File: config.mk
export PLATFORM = sky130hd
export DESIGN_NAME = hazard_ctrl_unit
export DESIGN_NICKNAME = d
export VERILOG_FILES = /design/src/rtl/hazard_pkg.sv /design/src/rtl/hazard_cmp.sv /design/src/rtl/hazard_ctrl_unit.sv
export SDC_FILE = /design/constraint.sdc
export NUM_CORES = 1
export LEC_CHECK = 0
export ABC_AREA = 1
export ABC_CLOCK_PERIOD_IN_PS = 1600
export CORE_UTILIZATION = 40
export CTS_BUF_LIST = sky130_fd_sc_hd__clkbuf_16
export CTS_CLUSTER_SIZE = 16
export DETAILED_ROUTE_END_ITERATION = 8
export HOLD_SLACK_MARGIN = 0.1
export PLACE_DENSITY_LB_ADDON = 0.12
export SYNTH_ARGS = -nofsm -noshare
export SYNTH_HDL_FRONTEND = slang
export SYNTH_HIERARCHICAL = 1
export SYNTH_SLANG_ARGS = --single-unit
export TNS_END_PERCENT = 5
File: constraint.sdc
create_clock -name clk -period 1.6 [get_ports clk]
set_clock_uncertainty 0.1 [all_clocks]
set_input_delay 0.4 -clock clk [delete_from_list [all_inputs] [get_ports clk]]
set_output_delay 0.4 -clock clk [all_outputs]
set_load 0.01 [all_outputs]
File: src/rtl/hazard_pkg.sv
// rtl/hazard_pkg.sv - shared types and constants for the pipeline hazard controller
package hazard_pkg;

  localparam int STATE_W = 2;

  typedef enum logic [STATE_W-1:0] {
    RUN   = 2'd0,
    STALL = 2'd1,
    FLUSH = 2'd2,
    MWAIT = 2'd3
  } state_t;

  localparam int REG_ZERO = 0;

  // Control word the ID/EX register loads whenever idex_bubble is high.
  localparam logic [7:0] NOP_CTRL = 8'h00;

endpackage

File: src/rtl/hazard_cmp.sv
// rtl/hazard_cmp.sv - combinational load-use comparator for one issue slot
module hazard_cmp
  import hazard_pkg::*;
#(
  parameter int REG_AW = 5
) (
  input  logic [REG_AW-1:0] rs,
  input  logic [REG_AW-1:0] rt,
  input  logic              uses_rs,
  input  logic              uses_rt,
  input  logic [REG_AW-1:0] dest,
  input  logic              mem_read,
  output logic              hit
);

  logic dest_live;
  logic rs_match;
  logic rt_match;

  assign dest_live = mem_read && (dest != REG_AW'(REG_ZERO));
  assign rs_match  = uses_rs && (rs == dest);
  assign rt_match  = uses_rt && (rt == dest);
  assign hit       = dest_live && (rs_match || rt_match);

endmodule

File: src/rtl/hazard_ctrl_unit.sv
// rtl/hazard_ctrl_unit.sv - stall/flush/freeze FSM for the 5-stage pipe
// Optional HAZARD_PERF_CNT_EN adds stall/flush/freeze event counters.
module hazard_ctrl_unit
  import hazard_pkg::*;
#(
  parameter int REG_AW           = 5,
  parameter int LOAD_USE_CYCLES  = 1,
  parameter int REDIRECT_PENALTY = 1,
  parameter int NSLOT            = 2
) (
  input  logic              clk,
  input  logic              rst_n,
  input  logic [REG_AW-1:0] ifid_rs,
  input  logic [REG_AW-1:0] ifid_rt,
  input  logic              ifid_uses_rs,
  input  logic              ifid_uses_rt,
  input  logic [REG_AW-1:0] idex_dest,
  input  logic              idex_mem_read,
  input  logic              redirect,
  input  logic              dmem_busy,
  output logic              pc_we,
  output logic              ifid_we,
  output logic              idex_bubble,
  output logic [NSLOT-1:0]  flush,
  output logic              freeze,
`ifdef HAZARD_PERF_CNT_EN
  output logic [31:0]       stall_cycles,
  output logic [31:0]       flush_events,
  output logic [31:0]       freeze_cycles,
`endif
  output logic [STATE_W-1:0] state_o
);

  if (LOAD_USE_CYCLES < 1 || LOAD_USE_CYCLES > 7) begin : g_chk_lu
    $error("LOAD_USE_CYCLES must be 1..7");
  end
  if (REDIRECT_PENALTY < 1 || REDIRECT_PENALTY > 7) begin : g_chk_rp
    $error("REDIRECT_PENALTY must be 1..7");
  end
  if (NSLOT < 1 || NSLOT > 7) begin : g_chk_ns
    $error("NSLOT must be 1..7");
  end

  localparam logic [2:0]       LU_RELOAD = 3'(LOAD_USE_CYCLES - 2);
  localparam logic [2:0]       RP_RELOAD = 3'(REDIRECT_PENALTY - 2);
  localparam logic [NSLOT-1:0] FLUSH_ALL = '1;

  state_t     state, state_nxt;
  logic [2:0] cnt, cnt_nxt;
  logic       pend, pend_nxt;
  logic       hit;
  logic       run_like;
  logic       redir;

  hazard_cmp #(.REG_AW(REG_AW)) u_cmp (
    .rs       (ifid_rs),
    .rt       (ifid_rt),
    .uses_rs  (ifid_uses_rs),
    .uses_rt  (ifid_uses_rt),
    .dest     (idex_dest),
    .mem_read (idex_mem_read),
    .hit      (hit)
  );

  // A memory wait ending behaves as a RUN cycle; a redirect seen while
  // frozen is replayed on that exit cycle.
  assign run_like = (state == RUN) || (state == MWAIT && !dmem_busy);
  assign redir    = redirect || (state == MWAIT && pend);

  always_ff @(posedge clk or negedge rst_n) begin
    if (!rst_n) begin
      state <= RUN;
      cnt   <= 3'd0;
      pend  <= 1'b0;
    end else begin
      state <= state_nxt;
      cnt   <= cnt_nxt;
      pend  <= pend_nxt;
    end
  end

  always_comb begin
    state_nxt   = state;
    cnt_nxt     = cnt;
    pend_nxt    = pend;
    pc_we       = 1'b1;
    ifid_we     = 1'b1;
    idex_bubble = 1'b0;
    flush       = '0;
    freeze      = 1'b0;
    if (!rst_n) begin
      state_nxt = RUN;
    end else if (run_like) begin
      pend_nxt = 1'b0;
      if (redir) begin
        flush = FLUSH_ALL;
        if (REDIRECT_PENALTY > 1) begin
          cnt_nxt   = RP_RELOAD;
          state_nxt = FLUSH;
        end else begin
          state_nxt = RUN;
        end
      end else if (dmem_busy) begin
        pc_we     = 1'b0;
        ifid_we   = 1'b0;
        freeze    = 1'b1;
        state_nxt = MWAIT;
      end else if (hit) begin
        pc_we       = 1'b0;
        ifid_we     = 1'b0;
        idex_bubble = 1'b1;
        if (LOAD_USE_CYCLES > 1) begin
          cnt_nxt   = LU_RELOAD;
          state_nxt = STALL;
        end else begin
          state_nxt = RUN;
        end
      end else begin
        state_nxt = RUN;
      end
    end else begin
      case (state)
        STALL: begin
          if (redirect) begin
            flush = FLUSH_ALL;
            if (REDIRECT_PENALTY > 1) begin
              cnt_nxt   = RP_RELOAD;
              state_nxt = FLUSH;
            end else begin
              state_nxt = RUN;
            end
          end else begin
            pc_we   = 1'b0;
            ifid_we = 1'b0;
            if (dmem_busy) begin
              freeze = 1'b1;
            end else begin
              idex_bubble = 1'b1;
              if (cnt == 3'd0) state_nxt = RUN;
              else             cnt_nxt   = cnt - 3'd1;
            end
          end
        end
        FLUSH: begin
          flush[0] = 1'b1;
          if (redirect) begin
            flush   = FLUSH_ALL;
            cnt_nxt = RP_RELOAD;
          end else begin
            if (dmem_busy) begin
              freeze = 1'b1;
              pc_we  = 1'b0;
            end
            if (cnt == 3'd0) state_nxt = RUN;
            else             cnt_nxt   = cnt - 3'd1;
          end
        end
        MWAIT: begin
          pc_we   = 1'b0;
          ifid_we = 1'b0;
          freeze  = 1'b1;
          if (redirect) begin
            flush    = FLUSH_ALL;
            pend_nxt = 1'b1;
          end
        end
        default: state_nxt = RUN;
      endcase
    end
  end

  assign state_o = state;

`ifdef HAZARD_PERF_CNT_EN
  always_ff @(posedge clk or negedge rst_n) begin
    if (!rst_n) begin
      stall_cycles  <= '0;
      flush_events  <= '0;
      freeze_cycles <= '0;
    end else begin
      if (idex_bubble && stall_cycles != '1)  stall_cycles  <= stall_cycles + 32'd1;
      if (redirect && flush_events != '1)     flush_events  <= flush_events + 32'd1;
      if (freeze && freeze_cycles != '1)      freeze_cycles <= freeze_cycles + 32'd1;
    end
  end
`endif

endmodule

==> summary.log <==
[yosys] Yosys warnings 6
[detailed_routing] first-iteration detailed-routing DRC count 19
[worst_setup_path] longest individual stage delay on the worst path 0.16 ns
[sta] Max transition margin 78.1%
[yosys] proportion of synthesized area in mux cells 0%
[yosys] synthesized flop and latch total 6
[floorplan] std cell rows 16
[sta] number of endpoints failing setup at the final stage 10
[worst_setup_path] arrival time at the worst endpoint 1.54 ns
[place] routability cong. 0.940
[yosys] area fraction in and, or, nand and nor cells after synthesis 45.8%
[clock_tree] clock net sink count 6
[job] max-capacitance violation count 0
[sta] final hold viol count 0
[detailed_routing] count of antenna-violating nets left after detailed routing 0
[clock_tree] Clock Latency Late Sink 0.23 ns
[floorplan] Chip Width 48.5 µm
[final_layout] number of fillers in the final layout 133
[detailed_routing] number of vias after detailed routing 1200
[sta] final critical-path required period 2.04 ns
[worst_setup_path] master of the slowest instance on the critical path a21oi_2
[sta] setup total negative slack -2.34 ns
[place] port bufs 29
[grt] number of global-route vias before repair 1184
[outcome] failing checks setup timing
[yosys] post-synthesis adder-cell area fraction 10.1%
[final_layout] Area Overhead vs Synth 90.4%
[worst_setup_path] Required @ worst endpoint 1.10 ns
[detailed_routing] DRC violations left 0
[floorplan] floorplan core area 0.00200 mm²
[worst_setup_path] CP bufs+invs 4
[sta] Worst Tran Pin Value 0.329 ns
[yosys] dominant combinational cell family by area after synthesis simple AND/OR/NAND/NOR gates
[yosys] area fraction in compound gates after synthesis 11.6%
[final_layout] final non-filler cell area 0.00164 mm²
[worst_setup_path] CP startpoint kind input pin
[worst_setup_path] critical path type in2out
[worst_setup_path] cell family contributing the most delay on the critical path simple AND/OR/NAND/NOR gates
[sta] number of max-slew violations in the final report 0
[sta] worst path setup slack after routing -0.444 ns
[worst_setup_path] critical path cell sequence buf_6, inv_4, nand2_1, nand2_1, nor2_2, nand3_1, a21oi_2, nor2_1, o21ai_2, buf_4, nand3_2, buf_6
[floorplan] Starting Density 43.1%
[grt] largest net degree at the start of global routing 8
[yosys] average footprint of a synthesized cell 5.57 µm²
[floorplan] overall die height 48.5 µm
[clock_tree] total CTS buffers 3
[worst_setup_path] Worst setup EP type output pin
[worst_setup_path] FF-to-FF setup slack -0.03 ns
[power] clock network power share 16.2%
[clock_tree] CTS Buffer Depth 2
[detailed_routing] DRT Wirelength 3.12 mm
[clock_tree] clock tree from TritonCTS built
[final_layout] Final Net Count 248
[clock_tree] # hold bufs at CTS 0
[final_layout] ant diodes 0
[floorplan] Total Die Area 0.00235 mm²
[power] power density relative to cell area 1490 mW/mm²
[worst_setup_path] Reg2Reg Launch Point state_o[1]
[power] combinational share of power 71.6%
[place] Placed Instance Area 0.00144 mm²
[yosys] Post-Synthesis Net Count 184
[power] switching power total 1.09 mW
[sta] portion of the clock cycle consumed by the worst path in the final layout 128%
[floorplan] boundary pin count 30
[power] fraction of power spent switching nets 44.3%
[worst_setup_path] critical-path maximum fanout 4
[grt] aggregate global routing overflow 0
[yosys] fraction of the yosys area taken by sequential cells 17.4%
[yosys] synthesized cell area 863 µm²
[outcome] result of the run complete, but fails checks
[hold_path] class of the tightest hold or removal check in2async
[clock_tree] cell chosen for the clock root clkbuf_16
[grt] total global-route track usage 27.9%
[final_layout] footprint of the multi-input gates 744 µm²
[power] maximum vdd ir drop 0.00104 V
[sta] RSZ-0062 raised after global routing yes
[final_layout] utilization of the core after routing 82.1%
[detailed_routing] vias per cell 4.92
[detailed_routing] drt first pass iters 4
[detailed_routing] average detailed-routed wire length per instance 12.8 µm
[place] HPWL after detailed placement 2.29 mm
[grt] number of antenna violations at the first check in global routing 0
[final_layout] register cell area after layout 153 µm²
[power] internal power 1.37 mW
[worst_setup_path] critical register-to-register path endpoint cnt[1]
[power] relative contribution of sequential cells to total power 12.2%
[worst_setup_path] worst reg2reg path depth 10
[clock_tree] clock-pin slew of the registers on the worst-case setup and hold paths 0.03 ns
[yosys] xor and xnor fraction of the mapped netlist area 1.01%
[final_layout] share of cells above drive strength 1 51.2%
[clock_tree] CTS HTree Levels 1
[power] Leak Pwr 0.881 nW
[sta] fmax 0.489 GHz
[grt] wire length of the first global-routing pass 5.09 mm
[yosys] post-synthesis instance total 155
[yosys] unique cell type count in the Yosys netlist 19
## cell families (layout without fill, tap and decap cells)
kind of cell | Yosys count | count (layout)
AND/OR/NAND/NOR | 89 | 89
buffers and inverters | 32 | 94
AO/OA/AOI/OAI | 20 | 20
adder cells (fa/ha/maj) | 7 | 7
flip-flops | 6 | 6
XOR/XNOR | 1 | 1
## through the flow
step	total power, mW	cells	hold WS, ns	setup WS, ns
4_1_cts	2.29	244	0.336	-0.418
3_3_place_gp	1.72	239	0.380	-1.29
2_1_floorplan	1.05	155	0.00441	-0.125
3_5_place_dp	1.77	239	0.410	-1.34
5_1_grt	2.62	244	0.360	-0.510
6_report	2.45	244	0.350	-0.444
## synth_stat cells
library cell	n	area (µm²)
o21ai_1	8	40.0
xor2_1	1	8.76
buf_2	1	5.00
nand2_1	49	184
nand4_1	1	6.26
nand2_2	9	56.3
nand2_4	1	11.3
nor3b_1	1	7.51
nand3_1	11	55.1
nor2_1	14	52.6
a21oi_1	6	30.0
ha_1	7	87.6
nor2_2	1	6.26
dfrtp_1	6	150
inv_2	6	22.5
inv_1	25	93.8
o21ai_0	6	30.0
nor3_1	1	5.00
nor2_4	1	11.3
## state kept, by name, indices dropped and copies added, names as in the netlist
| register | cells |
|---|---|
| pend | 1 |
| cnt | 3 |
| state_o | 2 |
## worst max path at each step
stage | from | endpoint | slack, ns | cells after the start
5_1_grt | idex_dest[0] | ifid_we | -0.51 | 12
3_5_place_dp | idex_dest[2] | idex_bubble | -1.34 | 12
4_1_cts | idex_dest[1] | ifid_we | -0.42 | 12
3_3_place_gp | idex_dest[2] | idex_bubble | -1.29 | 12
2_1_floorplan | idex_dest[2] | idex_bubble | -0.13 | 10
6_report | idex_dest[0] | ifid_we | -0.44 | 12
## power groups by stage
stage	Clock (mW)	Sequential, mW	Combinational, mW
2_1_floorplan	0	0.292	0.757
3_3_place_gp	0	0.280	1.44
3_5_place_dp	0	0.287	1.48
4_1_cts	0.403	0.296	1.59
5_1_grt	0.413	0.308	1.90
6_report	0.398	0.299	1.76
## cell usage in the layout, fill, tap and decap left out, types with 4 or more instances in the layout
master / count
a21oi_1: 4
inv_1: 16
buf_2: 8
buf_4: 31
nand3_1: 10
inv_2: 9
o21ai_1: 8
ha_4: 4
nand2_2: 16
inv_4: 4
nand2_1: 39
nor2_1: 11
dlygate4sd2_1: 5
dfrtp_1: 4
buf_6: 10
## layout make-up
cell class	count	area share (%)
Multi-Input combinational cell	117	45.3
Timing Repair Buffer	60	30.1
Sequential cell	6	9.28
Inverter	31	8.75
Clock buffer	3	4.57
Tap cell	27	2.05
## per-layer routing
metal / track usage (%) / up-vias / part of all wire, %
li1: - / 603 / -
met1: 28.8 / 540 / 38
met2: 56.3 / 44 / 55
met3: 4.09 / 13 / 3.6
met4: 8.82 / 0 / 2.8
met5: 0 / - / 0
## what timing repair did
action | 4_1_cts | 5_1_grt
endpoints found under the setup margin | 13 | 12
gates resized for setup | 127 | 30
pin swaps | 27 | 20
gates cloned | 0 | 0
buffers inserted | 2 | 0
Power figures use the tool's default switching activity.
